===== src/rtl/vga_sdram_rd_ctrl_if.sv =====
// SDRAM read-request channel between the VGA frame reader and the SDRAM controller.
// master = frame reader, slave = SDRAM controller.
interface vga_sdram_rd_ctrl_if;
  logic        rd_req;
  logic [1:0]  rd_bank_o;
  logic [21:0] rd_add_o;
  logic        rd_ack;
  logic        rd_valid;
  logic [15:0] rd_data;

  modport master (
    output rd_req, rd_bank_o, rd_add_o,
    input  rd_ack, rd_valid, rd_data
  );

  modport slave (
    input  rd_req, rd_bank_o, rd_add_o,
    output rd_ack, rd_valid, rd_data
  );
endinterface


===== src/rtl/vga_sdram_rd_ctrl.sv =====
// VGA-side SDRAM frame reader: streams one frame per VGA frame start into the VGA FIFO.
// Optional macro VGA_RD_LATE_CNT_EN adds a saturating late_cnt[15:0] output.
module vga_sdram_rd_ctrl #(
  parameter int unsigned BURST_LEN   = 256,
  parameter int unsigned FRAME_WORDS = 307200,
  parameter int unsigned FIFO_LOW    = 512,
  parameter int unsigned FIFO_AW     = 10
) (
  input  logic               clk,
  input  logic               rst_133,
  input  logic               vga_vs,
  input  logic [1:0]         vga_bank,
  input  logic [FIFO_AW-1:0] fifo_usedw,
  vga_sdram_rd_ctrl_if.master rd,
  output logic               fifo_wr,
  output logic [15:0]        fifo_din,
  output logic               vga_rise,
  output logic               frame_done,
`ifdef VGA_RD_LATE_CNT_EN
  output logic [15:0]        late_cnt,
`endif
  output logic               late_frame
);

  localparam int BW = (BURST_LEN > 1) ? $clog2(BURST_LEN) : 1;
  localparam logic [21:0]   BL   = 22'(BURST_LEN);
  localparam logic [21:0]   FW   = 22'(FRAME_WORDS);
  localparam logic [BW-1:0] LAST = BW'(BURST_LEN - 1);

  typedef enum logic [2:0] {
    WAIT_FRAME,
    CHECK,
    REQ,
    BURST,
    DONE
  } state_e;

  state_e      state_q;
  logic        vs_s1_q;
  logic        vs_s2_q;
  logic        vs_s3_q;
  logic        rd_req_q;
  logic [1:0]  bank_q;
  logic [21:0] add_q;
  logic [21:0] left_q;
  logic [BW-1:0] beat_q;
  logic        fifo_wr_q;
  logic [15:0] din_q;
  logic        rise_q;
  logic        done_q;
  logic        late_q;
  logic        pend_q;

  logic fs;
  logic busy;
  logic fifo_low;

  assign fs       = vs_s2_q & ~vs_s3_q;
  assign busy     = (state_q != WAIT_FRAME);
  assign fifo_low = (32'(fifo_usedw) < FIFO_LOW);

  always_ff @(posedge clk or negedge rst_133) begin
    if (!rst_133) begin
      state_q   <= WAIT_FRAME;
      vs_s1_q   <= 1'b0;
      vs_s2_q   <= 1'b0;
      vs_s3_q   <= 1'b0;
      rd_req_q  <= 1'b0;
      bank_q    <= 2'b00;
      add_q     <= 22'd0;
      left_q    <= 22'd0;
      beat_q    <= '0;
      fifo_wr_q <= 1'b0;
      din_q     <= 16'd0;
      rise_q    <= 1'b0;
      done_q    <= 1'b0;
      late_q    <= 1'b0;
      pend_q    <= 1'b0;
    end else begin
      vs_s1_q   <= vga_vs;
      vs_s2_q   <= vs_s1_q;
      vs_s3_q   <= vs_s2_q;
      fifo_wr_q <= 1'b0;
      done_q    <= 1'b0;
      if (fs && busy) begin
        late_q <= 1'b1;
        pend_q <= 1'b1;
      end
      unique case (state_q)
        WAIT_FRAME: if (fs || pend_q) begin
          bank_q  <= vga_bank;
          add_q   <= 22'd0;
          left_q  <= FW;
          rise_q  <= 1'b1;
          pend_q  <= 1'b0;
          state_q <= CHECK;
        end
        // a pending frame start restarts the same frame; vga_rise stays high
        CHECK: if (fs || pend_q) begin
          bank_q  <= vga_bank;
          add_q   <= 22'd0;
          left_q  <= FW;
          pend_q  <= 1'b0;
        end else if (fifo_low) begin
          rd_req_q <= 1'b1;
          state_q  <= REQ;
        end
        REQ: if (rd.rd_ack) begin
          rd_req_q <= 1'b0;
          beat_q   <= '0;
          state_q  <= BURST;
        end
        BURST: if (rd.rd_valid) begin
          fifo_wr_q <= 1'b1;
          din_q     <= rd.rd_data;
          beat_q    <= beat_q + 1'b1;
          if (beat_q == LAST) begin
            add_q   <= add_q + BL;
            left_q  <= left_q - BL;
            state_q <= (left_q == BL) ? DONE : CHECK;
          end
        end
        DONE: begin
          rise_q  <= 1'b0;
          done_q  <= 1'b1;
          state_q <= WAIT_FRAME;
        end
        default: state_q <= WAIT_FRAME;
      endcase
    end
  end

`ifdef VGA_RD_LATE_CNT_EN
  logic [15:0] late_cnt_q;

  always_ff @(posedge clk or negedge rst_133) begin
    if (!rst_133) begin
      late_cnt_q <= 16'd0;
    end else if (fs && busy && late_cnt_q != 16'hFFFF) begin
      late_cnt_q <= late_cnt_q + 16'd1;
    end
  end

  assign late_cnt = late_cnt_q;
`endif

  assign rd.rd_req    = rd_req_q;
  assign rd.rd_bank_o = bank_q;
  assign rd.rd_add_o  = add_q;
  assign fifo_wr      = fifo_wr_q;
  assign fifo_din     = din_q;
  assign vga_rise     = rise_q;
  assign frame_done   = done_q;
  assign late_frame   = late_q;

endmodule


===== src/flat_wrapper.sv =====
// flat-port wrapper written by rule: the top's interface ports become plain ports
module vga_sdram_rd_ctrl_flat 
#(
  parameter int unsigned BURST_LEN   = 256,
  parameter int unsigned FRAME_WORDS = 307200,
  parameter int unsigned FIFO_LOW    = 512,
  parameter int unsigned FIFO_AW     = 10
)
  (clk, rst_133, vga_vs, vga_bank, fifo_usedw, fifo_wr, fifo_din, vga_rise, frame_done, late_frame, rd_rd_req, rd_rd_bank_o, rd_rd_add_o, rd_rd_ack, rd_rd_valid, rd_rd_data);
  vga_sdram_rd_ctrl_if rd_i ();
  input  logic clk;
  input  logic rst_133;
  input  logic vga_vs;
  input  logic [1:0] vga_bank;
  input  logic [FIFO_AW-1:0] fifo_usedw;
  output logic fifo_wr;
  output logic [15:0] fifo_din;
  output logic vga_rise;
  output logic frame_done;
  output logic late_frame;
  output wire logic [$bits(rd_i.rd_req)-1:0] rd_rd_req;
  output wire logic [$bits(rd_i.rd_bank_o)-1:0] rd_rd_bank_o;
  output wire logic [$bits(rd_i.rd_add_o)-1:0] rd_rd_add_o;
  input wire logic [$bits(rd_i.rd_ack)-1:0] rd_rd_ack;
  input wire logic [$bits(rd_i.rd_valid)-1:0] rd_rd_valid;
  input wire logic [$bits(rd_i.rd_data)-1:0] rd_rd_data;
  assign rd_rd_req = rd_i.rd_req;
  assign rd_rd_bank_o = rd_i.rd_bank_o;
  assign rd_rd_add_o = rd_i.rd_add_o;
  assign rd_i.rd_ack = rd_rd_ack;
  assign rd_i.rd_valid = rd_rd_valid;
  assign rd_i.rd_data = rd_rd_data;
  vga_sdram_rd_ctrl #(.BURST_LEN(BURST_LEN), .FRAME_WORDS(FRAME_WORDS), .FIFO_LOW(FIFO_LOW), .FIFO_AW(FIFO_AW)) u_core (.clk(clk), .rst_133(rst_133), .vga_vs(vga_vs), .vga_bank(vga_bank), .fifo_usedw(fifo_usedw), .rd(rd_i), .fifo_wr(fifo_wr), .fifo_din(fifo_din), .vga_rise(vga_rise), .frame_done(frame_done), .late_frame(late_frame));
endmodule

===== config.mk =====
export PLATFORM = sky130hd
export DESIGN_NAME = vga_sdram_rd_ctrl_flat
export DESIGN_NICKNAME = d
export VERILOG_FILES = /design/src/rtl/vga_sdram_rd_ctrl_if.sv /design/src/rtl/vga_sdram_rd_ctrl.sv /design/src/flat_wrapper.sv
export SDC_FILE = /design/constraint.sdc
export NUM_CORES = 1
export LEC_CHECK = 0
export CAP_MARGIN = 30
export CORE_ASPECT_RATIO = 1.5
export CORE_MARGIN = 10
export CORE_UTILIZATION = 50
export CTS_CLUSTER_DIAMETER = 40
export DETAILED_ROUTE_END_ITERATION = 8
export PLACE_DENSITY = 0.81
export SKIP_LAST_GASP = 1
export SLEW_MARGIN = 40
export SYNTH_ARGS = -nofsm -noshare
export SYNTH_HDL_FRONTEND = slang
export SYNTH_SLANG_ARGS = --single-unit

===== constraint.sdc =====
create_clock -name clk -period 2.75 [get_ports clk]
set_input_delay 0.825 -clock clk [delete_from_list [all_inputs] [get_ports clk]]
set_output_delay 0.825 -clock clk [all_outputs]
set_load 0.02 [all_outputs]

# Word-level counts from Yosys, hierarchy flattened
# Index checks and enable logic that the tools add are counted.
# totals
ff_bits	82
in_bits	33
out_inout_bits	45
# classes
n_bitwise	2
eq_ne	13
magnitude_cmp	1
addsub	3
mux	31
n_reduce_logical	16
# op_table
operator	count
22-bit two-way mux	6
22-bit case mux with 2 select lines	2
22-bit by 9-bit adder with 22-bit output, second input constant	1
22-bit by 9-bit == test with 1-bit output, second input constant	1
22-bit by 9-bit subtractor with 22-bit output, second input constant	1
3-bit two-way mux	7
8-bit two-way mux	2
8-bit case mux with 2 select lines	1
3-bit case mux with 4 select lines	1
10-bit < comparator, second input constant	1
1-bit two-way mux	10
8-bit by 1-bit adder with 8-bit output, second input constant	1
8-bit == test, second input constant	1
2-bit by 1-bit inequality test with 1-bit output, second input constant	4
4-bit AND reduction	2
2-bit nonzero test	4
3-bit by 2-bit == test with 1-bit output, second input constant	2
2-bit inequality test, second input constant	3
2-bit AND reduction	3
6-bit AND reduction	1
1-bit case mux with 2 select lines	2
3-bit by 1-bit == test with 1-bit output, second input constant	1
3-bit == test, second input constant	1
3-bit logical NOT	1
7 further kinds	7

# Longest topological paths before layout
# logic_depth
ltp_word	6
ltp_mapped	7

# Worst setup path after synthesis
# OpenSTA, ideal clock, no wires.
# synth_timing
kind	input to register
from	input rd_rd_valid
to	register u_core.left_q[18]
setup_slack_ps	416
path_buffers	2
stages	6
arrival_time_ps	2197
cell_sequence	nand4b_1 -> or4_1 -> buf_2 -> buf_2 -> o41ai_1 -> o31ai_1
# synth_via
elab_chain_len	2
# synth_lines
element	line_no	text
start, declared	flat_wrapper.sv:25	input wire logic [$bits(rd_i.rd_valid)-1:0] rd_rd_valid;
2-bit inequality test (no source line)	-	
4-bit AND reduction (no source line)	-	
end signal, assigned	vga_sdram_rd_ctrl.sv:119	left_q <= left_q - BL;
end, declared	vga_sdram_rd_ctrl.sv:45	logic [21:0] left_q;
# No other way between the ends.
# A chain may end at the register's enable or synchronous reset.

# Final worst setup path
# layout_timing
from	input rd_rd_valid
to	register u_core.left_q[19]
# Same word-level chain as after synthesis.

==> impl_metrics.env <==
export IMPL_setup_viol_count_final=0
export IMPL_ys_warnings_count=0
export IMPL_synth_top_family_by_area="simple AND/OR/NAND/NOR gates"
export IMPL_dp_hpwl_microns=5930
export IMPL_hold_viol=0
export IMPL_fin_crit_ps=2530
export IMPL_synth_area_top_cells="dfrtp_1, nand2_1, nand3_1, o21ai_0, a31oi_1"
export IMPL_synth_compound_area_share_pct=16.8
export IMPL_post_synth_top_count_cell="nand2_1"
export IMPL_grt_start_max_net_pins=54
export IMPL_vias=2829
export IMPL_clk_path_buf_depth=2
export IMPL_die_area_sq_um=10100
export IMPL_cts_hold_buffers=0
export IMPL_rsz0062_at_grt="false"
export IMPL_worstSetupStartpointType="input pin"
export IMPL_gp_congestion=0.815
export IMPL_power_mw=2.28
export IMPL_core_sq_um=6220
export IMPL_cts_sinks=66
export IMPL_synth_cell_types=58
export IMPL_die_h_microns=118
export IMPL_grt_overflow=0
export IMPL_vdd_ir_drop_max_v=0.000374
export IMPL_syn_avg_cell_area_sq_um=9.43
export IMPL_synth_seq_cells=66
export IMPL_synth_top_area_share_pct=51.2
export IMPL_status="finished clean"
export IMPL_switching_share_pct=26.0
export IMPL_drtIter0Drc=186
export IMPL_clk_pin_slew_ps=70
export IMPL_cts_resized=0
export IMPL_powerDensity_nw_per_um2=549
export IMPL_fp_dieW_microns=85.6
export IMPL_first_global_vias=2861
export IMPL_drc_errors=0
export IMPL_tightest_slew_ps=631
export IMPL_start_util_pct=51.9
export IMPL_numCtsBuffers=9
export IMPL_async_reset_ff_share_pct=100
export IMPL_synthFlopType="dfrtp_1"
export IMPL_syn_area_sq_um=3220
export IMPL_antenna_left=0
export IMPL_port_buffer_count=60
export IMPL_fin_skew_ps=8.57
export IMPL_final_core_util_pct=66.9
export IMPL_routed_via_density=5.77
export IMPL_area_delta_synth_final_pct=29.0
export IMPL_row_count=35
export IMPL_cp_required_ps=2970
export IMPL_endpoint_kind="register"
export IMPL_antenna_cells=0
export IMPL_post_place_cells=475
export IMPL_htreeDepth=3
export IMPL_post_cts_buffers=0
export IMPL_clockPowerShare_pct=36.7
export IMPL_seq_area_frac_synth_pct=51.2
export IMPL_cp_max_fo=11
export IMPL_synth_mux_area_share_pct=0.698
export IMPL_synth_fa_ha_area_share_pct=1.55
export IMPL_antenna_found_initial=0
export IMPL_power_frac_seq_pct=48.7
export IMPL_fin_crit_sh_pct=92.1
export IMPL_firstDrtPassIters=4
export IMPL_yosys_area_top_type="dfrtp_1"
export IMPL_grt_pass1_wl_microns=13900
export IMPL_wl_per_cell_microns=16.6
export IMPL_timing_hold_ws_ps=358
export IMPL_pre_cts_slack_ps=-138
export IMPL_synth_xor_area_share_pct=0.815
export IMPL_synth_simple_area_share_pct=23.2
export IMPL_p_leak_nw=1.88
export IMPL_clockRootBuffer="clkbuf_8"
export IMPL_synth_edf_count=0
export IMPL_fin_ws_ps=217
export IMPL_p_int_mw=1.69
export IMPL_cp_arrival_ps=2760
export IMPL_worstHoldPathType="reg2reg"
export IMPL_max_slew_margin_pct=57.6
export IMPL_ios=78
export IMPL_synthCells=342
export IMPL_routed_wl_microns=8120
export IMPL_fmax_mhz=395
export IMPL_cts_tree="built"
export IMPL_groute_usage_overall_pct=16.3
export IMPL_synth_common_cells="nand2_1, dfrtp_1, nand3_1"
export IMPL_nets=449
export IMPL_power_switching_mw=0.593
export IMPL_crit_type="in2reg"
export IMPL_final_max_slew_viol_count=0
export IMPL_stdcell_count=490
export IMPL_insertion_delay_ps=340
export IMPL_pwr_share_comb_pct=14.6
export IMPL_maxCapViolations=0
export IMPL_drive_gt1_share_pct=10.1
## cell type report
| type | instances | area (sq um) |
|---|---|---|
| Clock buffer | 13 | 169 |
| Clock inverter | 2 | 35.0 |
| Fill cell | 489 | 2060 |
| Inverter | 12 | 45.0 |
| Multi-Input combinational cell | 247 | 1430 |
| Sequential cell | 66 | 1650 |
| Tap cell | 74 | 92.6 |
| Timing Repair Buffer | 76 | 741 |
## state kept, by name (all words and copies together), names as in the netlist, 2 cells and up
register,cells
u_core.left_q,14
u_core.rd.rd_add_o,14
u_core.beat_q,8
u_core.fifo_din,16
u_core.rd.rd_bank_o,2
u_core.state_q,3
## power by group through the flow
stage	registers, mW	clock network [mW]	logic [mW]
detailed placement	1.13	0	0.334
floorplan	1.17	0	0.122
CTS	1.11	0.859	0.339
finish	1.11	0.837	0.333
global route	1.12	0.903	0.364
global placement	1.12	0	0.327
## through the flow
stage / area (sq um) / setup TNS [ps]
final: 4160 / 0
after CTS: 4160 / 0
after global placement: 3960 / -627
after detailed placement: 3960 / -792
after global routing: 4160 / 0
after floorplan: 3250 / 0
## layer usage
metal | routed length [microns] | part of all wire (%) | global-route usage, %
met5 | 0 | 0 | 0
met2 | 4220 | 52 | 28.1
met3 | 662 | 8.1 | 7.08
met4 | 63 | 0.78 | 4.86
met1 | 3180 | 39 | 17.3
## worst paths after layout
path                                   from                      to  slack (ps)  depth (start not counted)
hold / removal               u_core.vs_s1_q          u_core.vs_s2_q         360                          0
max in group asynchronous           rst_133  u_core.rd.rd_add_o[17]        1780                          2
hold reg to reg              u_core.vs_s1_q          u_core.vs_s2_q         360                          0
setup / recovery                rd_rd_valid       u_core.left_q[19]         220                          6
min in group asynchronous           rst_133  u_core.rd.rd_bank_o[1]         380                          1
setup reg to reg           u_core.left_q[8]       u_core.left_q[16]         360                          6
## cell usage in the layout (no fill, tap or decap), types with 7 or more instances in the layout
| cell type | n |
|---|---|
| conb_1 | 8 |
| buf_4 | 14 |
| inv_1 | 12 |
| o21ai_0 | 16 |
| a21oi_1 | 12 |
| nand4_1 | 7 |
| dfrtp_1 | 66 |
| nand2_1 | 67 |
| clkdlybuf4s50_1 | 59 |
| nor2_1 | 15 |
| or4_1 | 7 |
| clkbuf_8 | 12 |
| nor3_1 | 7 |
| nand3_1 | 18 |
| a31oi_1 | 10 |
## critical path, cell delays in order
cell and delay [ps]:
clkdlybuf4s50_1 480, nand4b_1 120, or4_1 590, buf_4 210
or2_0 250, o311ai_0 280
## cells by family (layout without fill, tap and decap cells)
logic type / count (synthesis) / in the layout
xor+xnor: 3 / 3
other cells: 1 / 8
fa+ha+maj: 4 / 4
buf+inv: 36 / 103
simple gates: 152 / 152
compound gates: 78 / 78
mux: 2 / 2
flops: 66 / 66
No activity file was read; power rests on OpenSTA's default activity.
==> variant: new RTL, config.mk and constraints unchanged <==
Re-encode `state_e` (5 states) as one-hot, 5 bits wide.
--- a/src/rtl/vga_sdram_rd_ctrl.sv
+++ b/src/rtl/vga_sdram_rd_ctrl.sv
@@ -27,12 +27,12 @@
   localparam logic [21:0]   FW   = 22'(FRAME_WORDS);
   localparam logic [BW-1:0] LAST = BW'(BURST_LEN - 1);
 
-  typedef enum logic [2:0] {
-    WAIT_FRAME,
-    CHECK,
-    REQ,
-    BURST,
-    DONE
+  typedef enum logic [4:0] {
+    WAIT_FRAME = 5'b00001,
+    CHECK      = 5'b00010,
+    REQ        = 5'b00100,
+    BURST      = 5'b01000,
+    DONE       = 5'b10000
   } state_e;
 
   state_e      state_q;
Behaviour: no difference found for any inputs over 10 cycles, from zero or initial values and one cycle with rst_133 low; not proved beyond that.
==> variant against the unedited design <==
Maximum frequency rose by 8.4%; cell area is 4.1% higher; largest power group unchanged; final cell count is 3.5% higher; clock skew grew 0.77 ps; register-to-register slack improved by 140 ps; worst setup slack improved by 200 ps; clock power down 13%; synthesized area up 9.0%; highest routed layer unchanged; power grew 3.2%; critical path type is now flop to primary output; critical path depth fell by 5; routed wire length is 5.7% higher; sequential cell count grew 2.
==> variant: results <==
export IMPL_final_nonclk_buf_share=0.159
export IMPL_nMultiInputCombCells=262
export IMPL_muxShareOfSynthArea=0.0206
export IMPL_max_stage_delay_ps=660
export IMPL_reg2regPathDepth=4
export IMPL_grt_max_degree=69
export IMPL_n_all_buffers=71
export IMPL_worst_slew_pin_slew_ps=681
export IMPL_clk_share=0.0399
export IMPL_synth_adder_area_share=0.0142
export IMPL_gr_usage_met2=0.276
export IMPL_crit_fanout=9
export IMPL_leakage_uw=0.00189
export IMPL_vias=2986
export IMPL_place_congestion=0.847
export IMPL_synth_xor_area_frac=0.0174
export IMPL_arrival_ps=1510
export IMPL_status="complete, no violations"
export IMPL_grtUsageTotal=0.166
export IMPL_clkSinkCount=68
export IMPL_root_buffer="clkbuf_8"
export IMPL_multi_input_area_share=0.374
export IMPL_wl_met3_um=661
export IMPL_power_switching_uw=694
export IMPL_cp_slowest_cell="clkdlybuf4s50_1"
export IMPL_wl_per_cell_um=16.9
export IMPL_fillCellCount=589
export IMPL_m1WireLength_um=3340
export IMPL_via_per_inst=5.89
export IMPL_yosysWarnings=0
export IMPL_netlist_area_leader_share=0.477
export IMPL_dp_cells=491
export IMPL_drive_gt1_frac=0.0909
export IMPL_critical_path_top_delay_family="buffers and inverters"
export IMPL_ir_drop_mv=0.383
export IMPL_skew_ps=9.34
export IMPL_final_clkbuf_count=14
export IMPL_final_nets=461
export IMPL_synth_flop_cell="dfrtp_1"
export IMPL_drt_iter0_markers=225
export IMPL_synth_commonest_cells="68 x nand2_1, 67 x dfrtp_1, 18 x nand3_1"
export IMPL_met1_usage=0.186
export IMPL_port_buffers=60
export IMPL_synth_compound_area_frac=0.141
export IMPL_wl_met2_um=4380
export IMPL_synth_avg_cell_area_um2=9.66
export IMPL_yosysSeqAreaShare=0.485
export IMPL_comb_power_uw=488
export IMPL_place_hpwl_um=6200
export IMPL_dp_worst_setup_slack_ps=81.1
export IMPL_htreeDepth=3
export IMPL_yosys_top_cells_area="dfrtp_1 48%, nand2_1 7.3%, a311o_1 2.8%, nor4_1 2.7%, nand3_1 2.6%"
export IMPL_syn2layout_area_growth_pct=23.2
export IMPL_seq_area_frac=0.393
export IMPL_grt_use_met3=0.0517
export IMPL_async_flop_share=1.00
export IMPL_place_area_um2=4160
export IMPL_largest_reg_flops=16
export IMPL_power_density_nw_per_um2=544
export IMPL_grt_first_pass_wirelength_um=14500
[variant: changes by cell type after synthesis, sizes merged, moves of 4 or more]
cell	delta
o21ai	-12
a21oi	-10
a311o	+10
nor4	+10
and4	+8
or3	-7
a31oi	-6
buf	+6
mux2i	+5
a211o	-4
a211oi	+4
and3	+4
o31ai	+4
[variant: final timing paths]
path                                                     from                                  to  slack (ps)
setup / recovery           u_core.rd.rd_add_o[13]$_DFFE_PN0P_                     rd_rd_add_o[13]         410
hold / removal                       u_core.vs_s1_q$_DFF_PN0_            u_core.vs_s2_q$_DFF_PN0_         360
setup reg to reg                 u_core.beat_q[2]$_DFFE_PN0P_  u_core.rd.rd_add_o[19]$_DFFE_PN0P_         500
hold reg to reg                      u_core.vs_s1_q$_DFF_PN0_            u_core.vs_s2_q$_DFF_PN0_         360
max in group asynchronous                             rst_133       u_core.state_q[0]$_DFFE_PN1P_        1960
min in group asynchronous                             rst_133            u_core.vs_s2_q$_DFF_PN0_         480
